--- config.mk ---
export PLATFORM = sky130hd
export DESIGN_NAME = imem_port_arbiter
export DESIGN_NICKNAME = d
export VERILOG_FILES = /design/src/rtl/imem_port_arbiter_pkg.sv /design/src/rtl/imem_port_arbiter.sv
export SDC_FILE = /design/constraint.sdc
export NUM_CORES = 1
export LEC_CHECK = 0
export ABC_CLOCK_PERIOD_IN_PS = 3150
export BUFFER_PORTS_ARGS = -buffer_cell sky130_fd_sc_hd__buf_2
export CAP_MARGIN = 10
export CORE_AREA = 5 5 87 65
export DETAILED_ROUTE_END_ITERATION = 10
export DIE_AREA = 0 0 92 70
export GPL_ROUTABILITY_DRIVEN = 0
export HOLD_SLACK_MARGIN = 0.03
export PLACE_DENSITY = 0.95
export SLEW_MARGIN = 20
export SYNTH_ARGS = -nofsm -noshare
export SYNTH_HDL_FRONTEND = slang
export SYNTH_SLANG_ARGS = --single-unit
--- constraint.sdc ---
create_clock -name clk -period 3.15 [get_ports clk]
set_input_delay 0.945 -clock clk [delete_from_list [all_inputs] [get_ports clk]]
set_output_delay 0.945 -clock clk [all_outputs]
set_load 0.02 [all_outputs]
--- src/rtl/imem_port_arbiter_pkg.sv ---
// Shared definitions for the instruction-memory port arbiter: widths, burst limit
// and the ownership state encoding.
package imem_port_arbiter_pkg;

  localparam int AW   = 14;
  localparam int DW   = 32;
  localparam int MAXW = 16384;

  typedef enum logic [1:0] {
    ST_RUN    = 2'd0,
    ST_DRAIN  = 2'd1,
    ST_LOAD   = 2'd2,
    ST_RESUME = 2'd3
  } arb_state_e;

endpackage

--- src/rtl/imem_port_arbiter.sv ---
// Single-port instruction BRAM arbiter: fetch owns the port in RUN, the UART loader
// owns it in LOAD; DRAIN and RESUME sequence the handover and restart fetch at PC 0.
module imem_port_arbiter
  import imem_port_arbiter_pkg::*;
#(
  parameter int AW_P   = AW,
  parameter int DW_P   = DW,
  parameter int MAXW_P = MAXW
) (
  input  logic              clk,
  input  logic              rst_n,
  input  logic              if_req,
  input  logic [AW_P-1:0]   if_addr,
  output logic              if_gnt,
  output logic              if_rvalid,
  output logic [DW_P-1:0]   if_rdata,
  input  logic              ld_start,
  input  logic              ld_we,
  input  logic [AW_P-1:0]   ld_addr,
  input  logic [DW_P-1:0]   ld_wdata,
  input  logic              ld_end,
  output logic              ld_own,
  output logic [AW_P:0]     ld_count,
  output logic              cpu_hold,
  output logic              pc_clr,
  output logic              mem_en,
  output logic              mem_we,
  output logic [AW_P-1:0]   mem_addr,
  output logic [DW_P-1:0]   mem_wdata,
  input  logic [DW_P-1:0]   mem_rdata
);

  localparam logic [AW_P:0] MAXW_C = (AW_P+1)'(MAXW_P);
  localparam logic [AW_P:0] ONE_C  = (AW_P+1)'(1);

  arb_state_e          state_r;
  arb_state_e          state_nx_s;
  logic                gnt_s;
  logic                en_s;
  logic                we_s;
  logic [AW_P-1:0]     addr_s;
  logic [DW_P-1:0]     wdata_s;
  logic                rvalid_r;
  logic                ld_own_r;
  logic                cpu_hold_r;
  logic                pc_clr_r;
  logic [AW_P:0]       count_r;

  // Next-state decode and combinational memory-port mux.
  always_comb begin
    state_nx_s = state_r;
    gnt_s      = 1'b0;
    en_s       = 1'b0;
    we_s       = 1'b0;
    addr_s     = if_addr;
    wdata_s    = '0;
    case (state_r)
      ST_RUN: begin
        gnt_s = if_req;
        en_s  = if_req;
        if (ld_start) begin
          state_nx_s = ST_DRAIN;
        end else begin
          state_nx_s = ST_RUN;
        end
      end
      ST_DRAIN: begin
        state_nx_s = ST_LOAD;
      end
      ST_LOAD: begin
        en_s    = ld_we;
        we_s    = ld_we;
        addr_s  = ld_addr;
        wdata_s = ld_wdata;
        if (ld_end) begin
          state_nx_s = ST_RESUME;
        end else begin
          state_nx_s = ST_LOAD;
        end
      end
      ST_RESUME: begin
        state_nx_s = ST_RUN;
      end
      default: begin
        state_nx_s = ST_RUN;
      end
    endcase
  end

  // State register, registered control outputs and the saturating burst counter.
  always_ff @(posedge clk) begin
    if (!rst_n) begin
      state_r    <= ST_RUN;
      rvalid_r   <= 1'b0;
      ld_own_r   <= 1'b0;
      cpu_hold_r <= 1'b0;
      pc_clr_r   <= 1'b0;
      count_r    <= '0;
    end else begin
      state_r    <= state_nx_s;
      rvalid_r   <= gnt_s;
      ld_own_r   <= (state_nx_s == ST_LOAD);
      cpu_hold_r <= (state_nx_s != ST_RUN);
      pc_clr_r   <= (state_nx_s == ST_RESUME);
      if (state_r == ST_DRAIN) begin
        count_r <= '0;
      end else if ((state_r == ST_LOAD) && ld_we && (count_r != MAXW_C)) begin
        count_r <= count_r + ONE_C;
      end else begin
        count_r <= count_r;
      end
    end
  end

  // Reset also silences the combinational port so no stray access escapes it.
  assign if_gnt    = rst_n & gnt_s;
  assign mem_en    = rst_n & en_s;
  assign mem_we    = rst_n & we_s;
  assign mem_addr  = addr_s;
  assign mem_wdata = wdata_s;

  assign if_rvalid = rvalid_r;
  assign if_rdata  = rvalid_r ? mem_rdata : '0;
  assign ld_own    = ld_own_r;
  assign cpu_hold  = cpu_hold_r;
  assign pc_clr    = pc_clr_r;
  assign ld_count  = count_r;

endmodule

==> results of run 1 <==
## worst max path at each step
stage / slack [ns] / cells past startpoint / endpoint
finish: 0.37 / 5 / mem_addr[1]
CTS: 0.36 / 5 / mem_addr[1]
floorplan: 0.65 / 2 / mem_en
global placement: 0.51 / 4 / mem_en
detailed placement: 0.50 / 4 / mem_en
global route: 0.27 / 5 / mem_addr[12]
## power by group through the flow
stage | Combinational, W | Sequential, W | Clock, W
after floorplan | 0.000189 | 0.000292 | 0
after global placement | 0.000320 | 0.000288 | 0
after detailed placement | 0.000327 | 0.000290 | 0
after CTS | 0.000327 | 0.000284 | 0.000180
after global routing | 0.000351 | 0.000286 | 0.000188
final | 0.000324 | 0.000283 | 0.000172
## area by class of cell
| type | count | share of cell area |
|---|---|---|
| inverter | 6 | 0.00828 |
| multi-input combinational | 170 | 0.429 |
| sequential | 21 | 0.155 |
| timing repair buffer | 198 | 0.365 |
| clock buffer | 4 | 0.0166 |
| tap | 57 | 0.0262 |
## cell usage in the layout (no fill, tap or decap), types with 2 or more instances in the layout
cell and instances:
and2_1 67, o21ai_0 4, mux2_2 14, nand2b_1 2, and3_1 6, a31oi_1 3
and4_1 2, a41o_1 3, dfxtp_1 21, clkbuf_8 3, nand2_1 14, nor4b_1 2
nor2_1 10, o31ai_1 2, ha_1 6, xor2_1 3, inv_1 6, buf_2 197
nand4_1 7, a21oi_1 7, or2_2 2, nand3_1 3
## stage by stage
step / util / cells / power [W] / worst slack (ns) / instance area, um2
after floorplan: - / 208 / 0.000480 / 0.648 / 1650
after global placement: 0.572 / 452 / 0.000608 / 0.508 / 2670
after detailed placement: 0.572 / 452 / 0.000616 / 0.504 / 2670
after CTS: 0.581 / 456 / 0.000791 / 0.355 / 2720
after global routing: 0.581 / 456 / 0.000825 / 0.266 / 2720
final: 0.581 / 456 / 0.000780 / 0.371 / 2720
## state kept, by name, summed over array words and instances (netlist names)
signal and flops:
if_rvalid 1, ld_count 15, ld_own 1, state_r 2, pc_clr 1, cpu_hold 1
## cell families (layout without fill, tap and decap cells)
kind of cell / count (synthesis) / after routing / share of synthesized area
AOI/OAI and AO/OA: 21 / 21 / 0.0825
xor gates and xnor gates: 3 / 3 / 0.0159
adders and majority gates: 6 / 6 / 0.0454
buffers and inverters: 17 / 208 / 0.0401
DFF: 21 / 21 / 0.254
muxes: 15 / 15 / 0.101
and+or+nand+nor: 125 / 125 / 0.460
## worst max-delay path, cell delays in order (launching register included)
cell	delay (ns)
dfxtp_1	0.32
inv_1	0.10
ha_1	0.25
buf_4	0.37
mux2_2	0.38
buf_2	0.16
## metal layers
layer	global-route usage	part of all wire
met3	0.0558	0.12
met1	0.183	0.35
met4	0.0708	0.021
met2	0.352	0.51
met5	0	0
==> results.toml, run 1 <==
[outcome]
outcome = "complete, no violations"

[sta]
fmax_mhz = 360
setup_viol = 0
clock-skew-final_ns = 0.00762
hold_violations = 0
tightest_slew_ns = 0.670
rsz0062_at_grt = "no"
hold_ws_ns = 0.540
fin_crit_ns = 2.78
finalCritPeriodShare = 0.882
final.setup.tns_ns = 0
maxSlewViolCount = 0
slew_headroom = 0.553

[synth]
seq_area_frac_synth = 0.254
ys_warn_count = 0
synth.distinct_cells = 36
synth_nets = 312
synth_ff_type = "dfxtp_1"
postSynthAreaPerCell_um2 = 7.95
synth_edf_count = 0
ys_seq_elements = 21
synth_cells = 208
yosysMostFrequentCell = "and2_1"
syn_area_um2 = 1650
synthTopCellsByArea = "dfxtp_1 25%, and2_1 25%, mux2_2 9.5%"
synth_async_sr_flop_share = 0
yosysTopAreaCell = "dfxtp_1"
yosysTopAreaCellShare = 0.254
ys_top_cells_by_count = "67 x and2_1, 21 x dfxtp_1, 14 x mux2_2, 14 x nand2_1, 10 x nor2_1"

[cts]
cts_tree = "yes"
cts_buffers = 3
clockBufferDepth = 2
cts-resized-gates = 0
cts_max_level = 1
post-cts-setup-buffer-count = 0
clock-sinks = 21
hold_buffers = 0
cts_root_buffer = "clkbuf_8"
clk_latency_ns = 0.26
cts.clk_slew.worst_paths_ns = 0.07

[power]
total_leakage_power_nw = 1.62
p_int_w = 0.000505
vdd_drop_max_mv = 0.128
pwr-share-clk = 0.221
share_comb_of_total_power = 0.416
p_sw_frac = 0.353
p_per_area_nw_per_um2 = 287
power_switching_w = 0.000275
p_seq_frac = 0.363

[min_path]
min_path_type = "reg -> reg"
whs_path_depth = 2
min_from = "ld_count[10]$_SDFFE_PP0P_"
hold_path_end = "ld_count[10]$_SDFFE_PP0P_"

[drt]
drtIter0Drc = 152
via_per_inst = 4.82
post_drt_wl_per_cell_um = 14.0
wirelength_um = 6360
drtPass1Iterations = 4
via_count = 2199
drc = 0
ant_nets = 0

[cells_and_area]
register_area_um2 = 420
multiInputGateArea_um2 = 1170
layout.nets = 504
drive_above_1_share = 0.561
antenna_cells = 0
area_growth_pct = 64.5
fill_cells = 420

[setup_path]
crit_fanout = 46
required_ns = 2.20
arrival_ns = 1.83
r2r_start = "ld_count[0]$_SDFFE_PP0P_"
rrSetupSlack_ns = 1.24
crit_path_start = "state_r[0]$_SDFF_PN0_"
r2r_cells = 6
critical_path_class = "reg -> out"
timing.rr.end = "ld_count[11]$_SDFFE_PP0P_"
cp-end-kind = "output pin"
startpoint_type = "flop"

[floorplanning]
ios = 198
die_w_um = 92
coreArea_um2 = 4680
fp-row-count = 21
start_util = 0.353
die_area_um2 = 6440
chipHeight_um = 70

[global_routing]
grt_pass1_wl_um = 9910
track_usage = 0.183
overflow = 0
grt_pass1_vias = 2074
antenna_found_initial = 0
grt_start_max_net_pins = 47

[placement]
io_buffers = 197
hpwl_um = 5520

[job]
maxCapViolCount = 0
Note: power is estimated with default switching activity, not from simulation.
==> inputs of run 2 (changes only) <==
CORE_AREA = 5 5 67 84   (was 5 5 87 65)
DIE_AREA = 0 0 72 89   (was 0 0 92 70)
==> run 2 against run 1 <==
Global-route usage increased by 3.2 points; total power increased by 3.3%; die area decreased by 0.50%; critical path depth unchanged; register-to-register slack got worse by 0.11 ns; clock power increased by 6%; combinational power increased by 5%; first-iteration DRC count increased by 9.9%; critical path type unchanged; critical endpoint is now mem_addr[3].
==> results.toml, run 2 (synthesized netlist as in run 1, its figures left out) <==
[outcome]
outcome = "complete, no violations"

[setup_path]
startpoint_type = "flop"
cpPeakStageDelay_ns = 0.37
cp-end-kind = "output pin"
crit_path_cell_trace = "inv_1, ha_1, buf_12, mux2_2, buf_2"
required_ns = 2.20
critical_path_class = "reg -> out"
crit_fanout = 41
arrival_ns = 1.83
cp_slowest_cell = "mux2_2"
crit_family = "buffers and inverters"
crit_buf_inv = 3

[min_path]
min_path_type = "reg -> reg"

[cts]
cts_max_level = 1
cts-resized-gates = 0
cts_tree = "yes"
post-cts-setup-buffer-count = 0
hold_buffers = 0
clockBufferDepth = 2
clock-sinks = 21
cts_buffers = 3
clk_latency_ns = 0.26
cts.clk_slew.worst_paths_ns = 0.08
cts_root_buffer = "clkbuf_8"

[cells_and_area]
area_growth_pct = 65.5
register_area_um2 = 420
post-route-util = 0.583
antenna_cells = 0
largest_reg_flops = 15
drive_above_1_share = 0.561
multiInputGateArea_um2 = 1170
final_cell_mix = "197 x buf_2, 67 x and2_1, 21 x dfxtp_1"
layout.nets = 504
fill_cells = 414
layout_commonest_cell = "buf_2"

[job]
maxCapViolCount = 0

[power]
p_per_area_nw_per_um2 = 295
vdd_drop_max_mv = 0.240
power_w = 0.000806
total_leakage_power_nw = 1.62

[global_routing]
grt_start_max_net_pins = 42
track_usage = 0.216
antenna_found_initial = 0
grt_pass1_vias = 2194
grt_pass1_wl_um = 10900
grtUsageMet1 = 0.256
met3_usage = 0.0664
top_usage_layer = "met2"
overflow = 0
use_met2 = 0.377

[floorplanning]
die_area_um2 = 6410
coreArea_um2 = 4690
ios = 198
chipHeight_um = 89
start_util = 0.352
fp-row-count = 28
die_w_um = 72

[sta]
hold_ws_ns = 0.548
rsz0062_at_grt = "no"
finalCritPeriodShare = 0.881
final.setup.tns_ns = 0
fmax_mhz = 360
setup_viol = 0
clock-skew-final_ns = 0.00457
hold_violations = 0
tightest_slew_ns = 0.656
maxSlewViolCount = 0
fin_crit_ns = 2.78
slew_headroom = 0.562

[drt]
drtPass1Iterations = 4
drc = 0
via_per_inst = 4.86
ant_nets = 0
via_count = 2229
wirelength_um = 7200
post_drt_wl_per_cell_um = 15.7
drtIter0Drc = 167

[placement]
hpwl_um = 6330
io_buffers = 197
==> run 2: changes by cell type in the layout (fill, tap and decap cells not counted) <==
cell | previous run | this run
buf_12 | 0 | 1
buf_4 | 1 | 0
==> run 2: final timing paths <==
check,cells past startpoint,endpoint,slack (ns),start
hold reg to reg,2,ld_count[7]$_SDFFE_PP0P_,0.55,ld_count[6]$_SDFFE_PP0P_
setup reg to reg,6,ld_count[11]$_SDFFE_PP0P_,1.13,state_r[0]$_SDFF_PN0_
hold / removal,2,ld_count[7]$_SDFFE_PP0P_,0.55,ld_count[6]$_SDFFE_PP0P_
setup / recovery,5,mem_addr[3],0.37,state_r[0]$_SDFF_PN0_
==> run 2: layout make-up <==
class	count	share of cell area
Sequential cell	21	0.154
Inverter	6	0.00823
Clock buffer	4	0.0165
Tap cell	60	0.0274
Timing Repair Buffer	198	0.368
Multi-Input combinational cell	170	0.426
==> run 2: worst register-to-register path, stage by stage (launching register included) <==
cell and delay, ns:
dfxtp_1 0.32, inv_1 0.10, ha_1 0.36, and2_1 0.42, nand3_1 0.15, or4_1 0.42
a21oi_1 0.18
==> run 2: per-layer routing <==
layer	wire length, um	share of wire
met1	2690	0.37
met2	3360	0.47
met3	1030	0.14
met4	118	0.016
met5	0	0
==> run 2: power breakdown <==
group / switching, W / internal, W / total, W
clock: 0.0000929 / 0.0000902 / 0.000183
combinational: 0.000194 / 0.000145 / 0.000339
sequential: 0.00000976 / 0.000274 / 0.000283
total: 0.000297 / 0.000509 / 0.000806
==> run 2: metrics by stage <==
stage	instances	setup WS (ns)	area, um2
floorplan	208	0.648	1650
global placement	455	0.497	2690
detailed placement	455	0.493	2690
CTS	459	0.372	2740
global route	459	0.255	2740
finish	459	0.373	2740
